## src/rtl/proc_pkg.sv

```systemverilog
// Shared constants for the enhanced processor control path:
// opcodes, accumulator source selects and control FSM states.
package proc_pkg;

    localparam int ST_W = 4;

    localparam logic [2:0] OP_LOAD  = 3'b000;
    localparam logic [2:0] OP_STORE = 3'b001;
    localparam logic [2:0] OP_ADD   = 3'b010;
    localparam logic [2:0] OP_SUB   = 3'b011;
    localparam logic [2:0] OP_INPUT = 3'b100;
    localparam logic [2:0] OP_JZ    = 3'b101;
    localparam logic [2:0] OP_JPOS  = 3'b110;
    localparam logic [2:0] OP_HALT  = 3'b111;

    localparam logic [1:0] ASEL_ADD = 2'b00;
    localparam logic [1:0] ASEL_IN  = 2'b01;
    localparam logic [1:0] ASEL_MEM = 2'b10;

    typedef enum logic [ST_W-1:0] {
        S_START  = 4'd0,
        S_FETCH  = 4'd1,
        S_DECODE = 4'd2,
        S_LOAD   = 4'd3,
        S_STORE  = 4'd4,
        S_ADD    = 4'd5,
        S_SUB    = 4'd6,
        S_INPUT  = 4'd7,
        S_JZ     = 4'd8,
        S_JPOS   = 4'd9,
        S_HALT   = 4'd10
    } state_e;

endpackage

```

## src/rtl/fetch_ctrl_fsm.sv

```systemverilog
// Fetch/decode/execute sequencer for the enhanced processor datapath.
// Moore outputs per state; jumps and INPUT completion qualified live.
module fetch_ctrl_fsm
    import proc_pkg::*;
#(
    parameter int OP_W  = 3,
    parameter int CNT_W = 8
) (
    input  logic             clock,
    input  logic             Reset,
    input  logic [OP_W-1:0]  IR,
    input  logic             Aeq0,
    input  logic             Apos,
    input  logic             Enter,
    output logic             IRload,
    output logic             PCload,
    output logic             JMPmux,
    output logic             Meminst,
    output logic             MemWr,
    output logic [1:0]       Asel,
    output logic             Aload,
    output logic             Sub,
    output logic             Halt,
    output logic [CNT_W-1:0] InstrCnt
);

    state_e           state_q, state_d;
    logic             enter_q, enter_d;
    logic [CNT_W-1:0] cnt_q, cnt_d;
    logic             enter_rise;
    logic             retire;

    assign enter_rise = Enter & ~enter_q;
    assign InstrCnt   = cnt_q;

    // State, Enter history and retired-instruction counter.
    always_ff @(posedge clock) begin
        if (Reset) begin
            state_q <= S_START;
            enter_q <= 1'b0;
            cnt_q   <= '0;
        end else begin
            state_q <= state_d;
            enter_q <= enter_d;
            cnt_q   <= cnt_d;
        end
    end

    // Next state, retire strobe and counter update.
    always_comb begin
        state_d = state_q;
        enter_d = Enter;
        retire  = 1'b0;
        case (state_q)
            S_START:  state_d = S_FETCH;
            S_FETCH:  state_d = S_DECODE;
            S_DECODE: begin
                case (IR[2:0])
                    OP_LOAD:  state_d = S_LOAD;
                    OP_STORE: state_d = S_STORE;
                    OP_ADD:   state_d = S_ADD;
                    OP_SUB:   state_d = S_SUB;
                    OP_INPUT: state_d = S_INPUT;
                    OP_JZ:    state_d = S_JZ;
                    OP_JPOS:  state_d = S_JPOS;
                    default:  state_d = S_HALT;
                endcase
            end
            S_LOAD, S_STORE, S_ADD,
            S_SUB, S_JZ, S_JPOS: begin
                state_d = S_FETCH;
                retire  = 1'b1;
            end
            S_INPUT: begin
                if (enter_rise) begin
                    state_d = S_FETCH;
                    retire  = 1'b1;
                end
            end
            S_HALT:   state_d = S_HALT;
            default:  state_d = S_START;
        endcase
        cnt_d = cnt_q + {{(CNT_W-1){1'b0}}, retire};
    end

    // Datapath controls; forced off while Reset aborts the instruction.
    always_comb begin
        IRload  = 1'b0;
        PCload  = 1'b0;
        JMPmux  = 1'b0;
        Meminst = 1'b0;
        MemWr   = 1'b0;
        Asel    = ASEL_ADD;
        Aload   = 1'b0;
        Sub     = 1'b0;
        Halt    = 1'b0;
        case (state_q)
            S_FETCH: begin
                IRload = 1'b1;
                PCload = 1'b1;
            end
            S_DECODE: Meminst = 1'b1;
            S_LOAD: begin
                Asel    = ASEL_MEM;
                Aload   = 1'b1;
                Meminst = 1'b1;
            end
            S_STORE: begin
                MemWr   = 1'b1;
                Meminst = 1'b1;
            end
            S_ADD: begin
                Aload   = 1'b1;
                Meminst = 1'b1;
            end
            S_SUB: begin
                Aload   = 1'b1;
                Sub     = 1'b1;
                Meminst = 1'b1;
            end
            S_INPUT: begin
                Asel  = ASEL_IN;
                Aload = enter_rise;
            end
            S_JZ: begin
                JMPmux = Aeq0;
                PCload = Aeq0;
            end
            S_JPOS: begin
                JMPmux = Apos;
                PCload = Apos;
            end
            S_HALT:  Halt = 1'b1;
            default: ;
        endcase
        if (Reset) begin
            IRload  = 1'b0;
            PCload  = 1'b0;
            JMPmux  = 1'b0;
            Meminst = 1'b0;
            MemWr   = 1'b0;
            Asel    = ASEL_ADD;
            Aload   = 1'b0;
            Sub     = 1'b0;
            Halt    = 1'b0;
        end
    end

endmodule

```

## config.mk

```make
export PLATFORM = sky130hd
export DESIGN_NAME = fetch_ctrl_fsm
export DESIGN_NICKNAME = d
export VERILOG_FILES = /design/src/rtl/proc_pkg.sv /design/src/rtl/fetch_ctrl_fsm.sv
export SDC_FILE = /design/constraint.sdc
export NUM_CORES = 1
export LEC_CHECK = 0
export CORE_MARGIN = 3
export CORE_UTILIZATION = 30
export CTS_CLUSTER_SIZE = 30
export DETAILED_ROUTE_END_ITERATION = 12
export SKIP_LAST_GASP = 1
export SLEW_MARGIN = 0
export SYNTH_ARGS = -nofsm -noshare
export SYNTH_HDL_FRONTEND = slang
export SYNTH_SLANG_ARGS = --single-unit
```

## constraint.sdc

```tcl
create_clock -name clock -period 5 [get_ports clock]
set_clock_uncertainty 0.05 [all_clocks]
set_input_delay 0.5 -clock clock [delete_from_list [all_inputs] [get_ports clock]]
set_output_delay 0.5 -clock clock [all_outputs]
set_load 0.05 [all_outputs]
```

Yosys cells after proc, flatten, opt, wreduce, memory -nomap -nowiden:

Cells that the tools add are included.

* output and inout port bits: 18
* register bits: 13
* bits of input ports: 8

* eq/ne operators: 17
* bitwise gates (word level): 2
* reduce and logical (&&, ||, !) cells: 6
* mux-type cells: 23
* $add $sub $neg: 1

Operator list (number)
* 4-bit case mux with 7 select lines: 1
* 4-bit case mux with 5 select lines: 1
* 4-bit by 3-bit equality test with 1-bit output (second input constant): 4
* 1-bit 2-to-1 mux: 14
* 4-bit equality test (second input constant): 3
* 3-bit equality test (second input constant): 3
* 8-bit by 1-bit adder with 8-bit output: 1
* 4-bit by 2-bit equality test with 1-bit output (second input constant): 2
* 7-bit OR reduction: 1
* 3-bit by 2-bit equality test with 1-bit output (second input constant): 2
* 1-bit case mux with 2 select lines: 3
* 6-bit OR reduction: 1
* 5-bit OR reduction: 1
* 4-bit by 1-bit equality test with 1-bit output (second input constant): 1
* 4-bit logical NOT: 1
* 4-bit 2-to-1 mux: 1
* 2-bit case mux with 2 select lines: 1
* 3-bit by 1-bit equality test with 1-bit output (second input constant): 1
* 3-bit logical NOT: 1
* 1-bit case mux with 3 select lines: 1
* 3-bit OR reduction: 1
* 2-bit 2-to-1 mux: 1
* 2-bit != test (second input constant): 1
* 1-bit AND: 1
* 1-bit inverter: 1

Depth between registers and ports, before layout:

* depth in word-level cells: 5
* mapped depth: 9

Worst setup path after synthesis:

No wires, ideal clock.

* kind: input to output
* start: in Reset
* end: out JMPmux
* slack: 1909 ps
* arrival: 2541 ps
* stages: 3
* path buffers: 2
* cell sequence: clkbuf_1 > clkbuf_1 > nor4b_1

* longest elaborated chain between the ends: 1

RTL lines
* from (decl): line fetch_ctrl_fsm.sv:10 `input logic Reset,`
* 1-bit 2-to-1 mux: line fetch_ctrl_fsm.sv:136 `if (Reset) begin`
* to (decl): line fetch_ctrl_fsm.sv:17 `output logic JMPmux,`

No other way between the ends.

Worst setup path in the final report:

* start: in Reset
* end: out Aload

* longest elaborated chain between the ends: 1

RTL lines
* 1-bit 2-to-1 mux: line fetch_ctrl_fsm.sv:136
* to (decl): line fetch_ctrl_fsm.sv:21 `output logic Aload,`

No other way between the ends.

==> metrics.txt <==
Peak supply drop=108.6 uV; Slew Limit Headroom=60.11%; Worst Path Class, Setup=in2out; mean routed wirelength per cell=11.28 um; synth top area cells=dfxtp_1, a21oi_1, nor2_1; die area=0.003064 mm^2; # fillers=256; Cells after Synth=92; share of layout cells above drive strength 1=2.609%; Most common cell on crit path=clkdlybuf4s50_1; largest family of logic cells by synthesized area=simple AND/OR/NAND/NOR gates; CTS tree=done; area used by multi-input combinational logic=432.9 um^2; Syn. warnings=0; via count=719; Clock Tree Buf Depth=2; # rows=17; crit-path cells=clkdlybuf4s50_1, or4_1, a21oi_1, clkdlybuf4s50_1; Synth Area in Compound Gates=17.12%; post-synth top area share=35.62%; CP max stage delay=0.82 ns; core area=0.002255 mm^2; Placer Congestion=0.8136; LEAKAGE=0.0003425 uW; # DRC=0; power per cell area=238.6 mW/mm^2; met3 usage=3.271%; # IOs=26; kind of cell adding the most delay to the critical path=buffers and inverters; mux share of post-synthesis cell area=1.370%; first-pass GRT wire length=2760 um; Seq. cell area=260.3 um^2; Synth Register Bits=13; IO buf count=25; initial antenna violation count=0; Avg Cell Area, Syn=7.942 um^2; area delta synth->final=38.01%; top cells by count, synth=dfxtp_1, a21oi_1, nor2_1; RSZ-0062 raised after global routing=false; max cap viols=0; status=finished, final reports clean; Hold WS=0.4467 ns; Crit Path Max Fanout=18; clk sinks=13; CP Capture Type=output port; critical path's slowest cell=clkdlybuf4s50_1; most common cell in the netlist=dfxtp_1; Hold WC Path Type=reg2reg; die width=55.35 um; CP startpoint kind=input port; WL final=1613 um; starting DRC count in detailed routing=6; cell taking the most area after synthesis=dfxtp_1; final worst path period share=66.70%; Simple-Gate Fraction of Synth Area=31.34%; cts hold-fix bufs=0; Clk Latency, worst-skew pair=0.27 ns; max-slew violation count=0; sequential share of the synthesized area=35.62%; synth unique cells=32; Root Buffer=clkbuf_4; FMAX=299.8 MHz; Synth Area in XOR/XNOR=5.993%; FFs w/ async S/R, synth=0%; vias in the first global route=662; Final Hold Viols=0; gr usage total=11.02%; Routed Antenna Nets=0; adder-cell share of the synthesized area=3.425%; met2 Use GR=18.07%; Congestion Overflow GR=0; routing usage on met1=13.48%; # diodes=0; initial cell density of the core=32.41%; Post-synth EDFFs=0; total negative slack=0 ns; drt pass-1 iters=4; Reg clk slew, reported paths=0.08 ns; ys flop type=dfxtp_1; PostCTS Resize Cnt=0; most used routing layer=met2; Required @ worst endpoint=4.45 ns; TritonCTS Buffers=3; Final #Nets=126; post-CTS setup buffer count=0; Critical path buffers and inverters=2; Die Height=55.35 um; Period minus WS final=3.335 ns; WP data arrival=2.79 ns; post-DR vias/cell=5.028; post-DP HPWL=1203 um; Mapped Area=730.7 um^2; post-synthesis net count=102; CTS H-tree depth=1; Worst-Margin Slew=0.5964 ns; Final setup viols=0; largest net degree at the start of global routing=19
==> power breakdown <==
group	total, uW	leakage (uW)	internal [uW]	switching [uW]
Clock	64.5	0.0000150	30.9	33.7
Sequential	118	0.000106	108	10.1
Combinational	57.8	0.000222	25.1	32.8
==> cell usage in the layout (no fill, tap or decap), drive strengths merged <==
cell type	netlist	routed
clkdlybuf4s50	0	25
dfxtp	13	13
a21oi	10	10
nor2	9	9
o21ai	8	8
nand2	7	7
nand3	5	5
or3	4	4
clkbuf	2	4
xnor2	3	3
nor2b	3	3
nor4b	2	2
and2	2	2
nor3b	2	2
xor2	2	2
ha	2	2
nand2b	1	1
a311o	1	1
and3	1	1
or4	1	1
nor3	1	1
nor4	1	1
inv	1	1
mux2i	1	1
nand3b	1	1
a2111oi	1	1
or4b	1	1
nand4	1	1
a21o	1	1
a21boi	1	1
==> logic make-up (layout without fill, tap and decap cells) <==
logic type / after synthesis / after routing
AOI/OAI and AO/OA: 22 / 22
DFF: 13 / 13
xor gates and xnor gates: 5 / 5
adders and majority gates: 2 / 2
buffers and inverters: 7 / 30
and+or+nand+nor: 42 / 42
muxes: 1 / 1
==> tightest hold or removal path, delay by kind of cell, from the launching register on <==
family         cells  cell delay (ns)
AO/OA/AOI/OAI      2             0.13
flip-flops         1             0.32
==> sequential cells by signal, summed over array words and instances, names as in the netlist <==
| signal | cells |
|---|---|
| InstrCnt | 8 |
| state_q | 4 |
| enter_q | 1 |
==> stage by stage <==
stage / cells / instance area (um^2) / utilization, % / power, uW / setup WS (ns)
after floorplan: 92 / 730.7 / - / 160.6 / 1.909
after global placement: 139 / 982.2 / 43.56 / 178.3 / 1.654
after detailed placement: 139 / 982.2 / 43.56 / 178.7 / 1.655
after CTS: 143 / 1008 / 44.73 / 244.2 / 1.640
after global routing: 143 / 1008 / 44.73 / 257.4 / 1.501
final: 143 / 1008 / 44.73 / 240.6 / 1.665
==> final timing paths <==
check	depth (start not counted)	slack, ns	to	from
worst min register to register	2	0.45	InstrCnt[7]$_SDFF_PP0_	InstrCnt[7]$_SDFF_PP0_
worst max-delay path	4	1.66	Aload	Reset
worst min-delay path	2	0.45	InstrCnt[7]$_SDFF_PP0_	InstrCnt[7]$_SDFF_PP0_
worst max register to register	8	2.77	InstrCnt[6]$_SDFF_PP0_	state_q[0]$_SDFFE_PP0P_
==> per-layer routing <==
metal / wire length (um) / part of all wire (%)
met5: 0 / 0
met4: 0 / 0
met3: 85 / 5.3
met2: 743 / 46
met1: 784 / 49
==> cell type report <==
cell class | count | share of cell area [%]
Sequential cell | 13 | 25.81
Timing Repair Buffer | 25 | 24.81
Tap cell | 28 | 3.474
Multi-Input combinational cell | 72 | 42.93
Clock buffer | 4 | 2.605
Inverter | 1 | 0.3722
(Power assumes the default switching activity.)
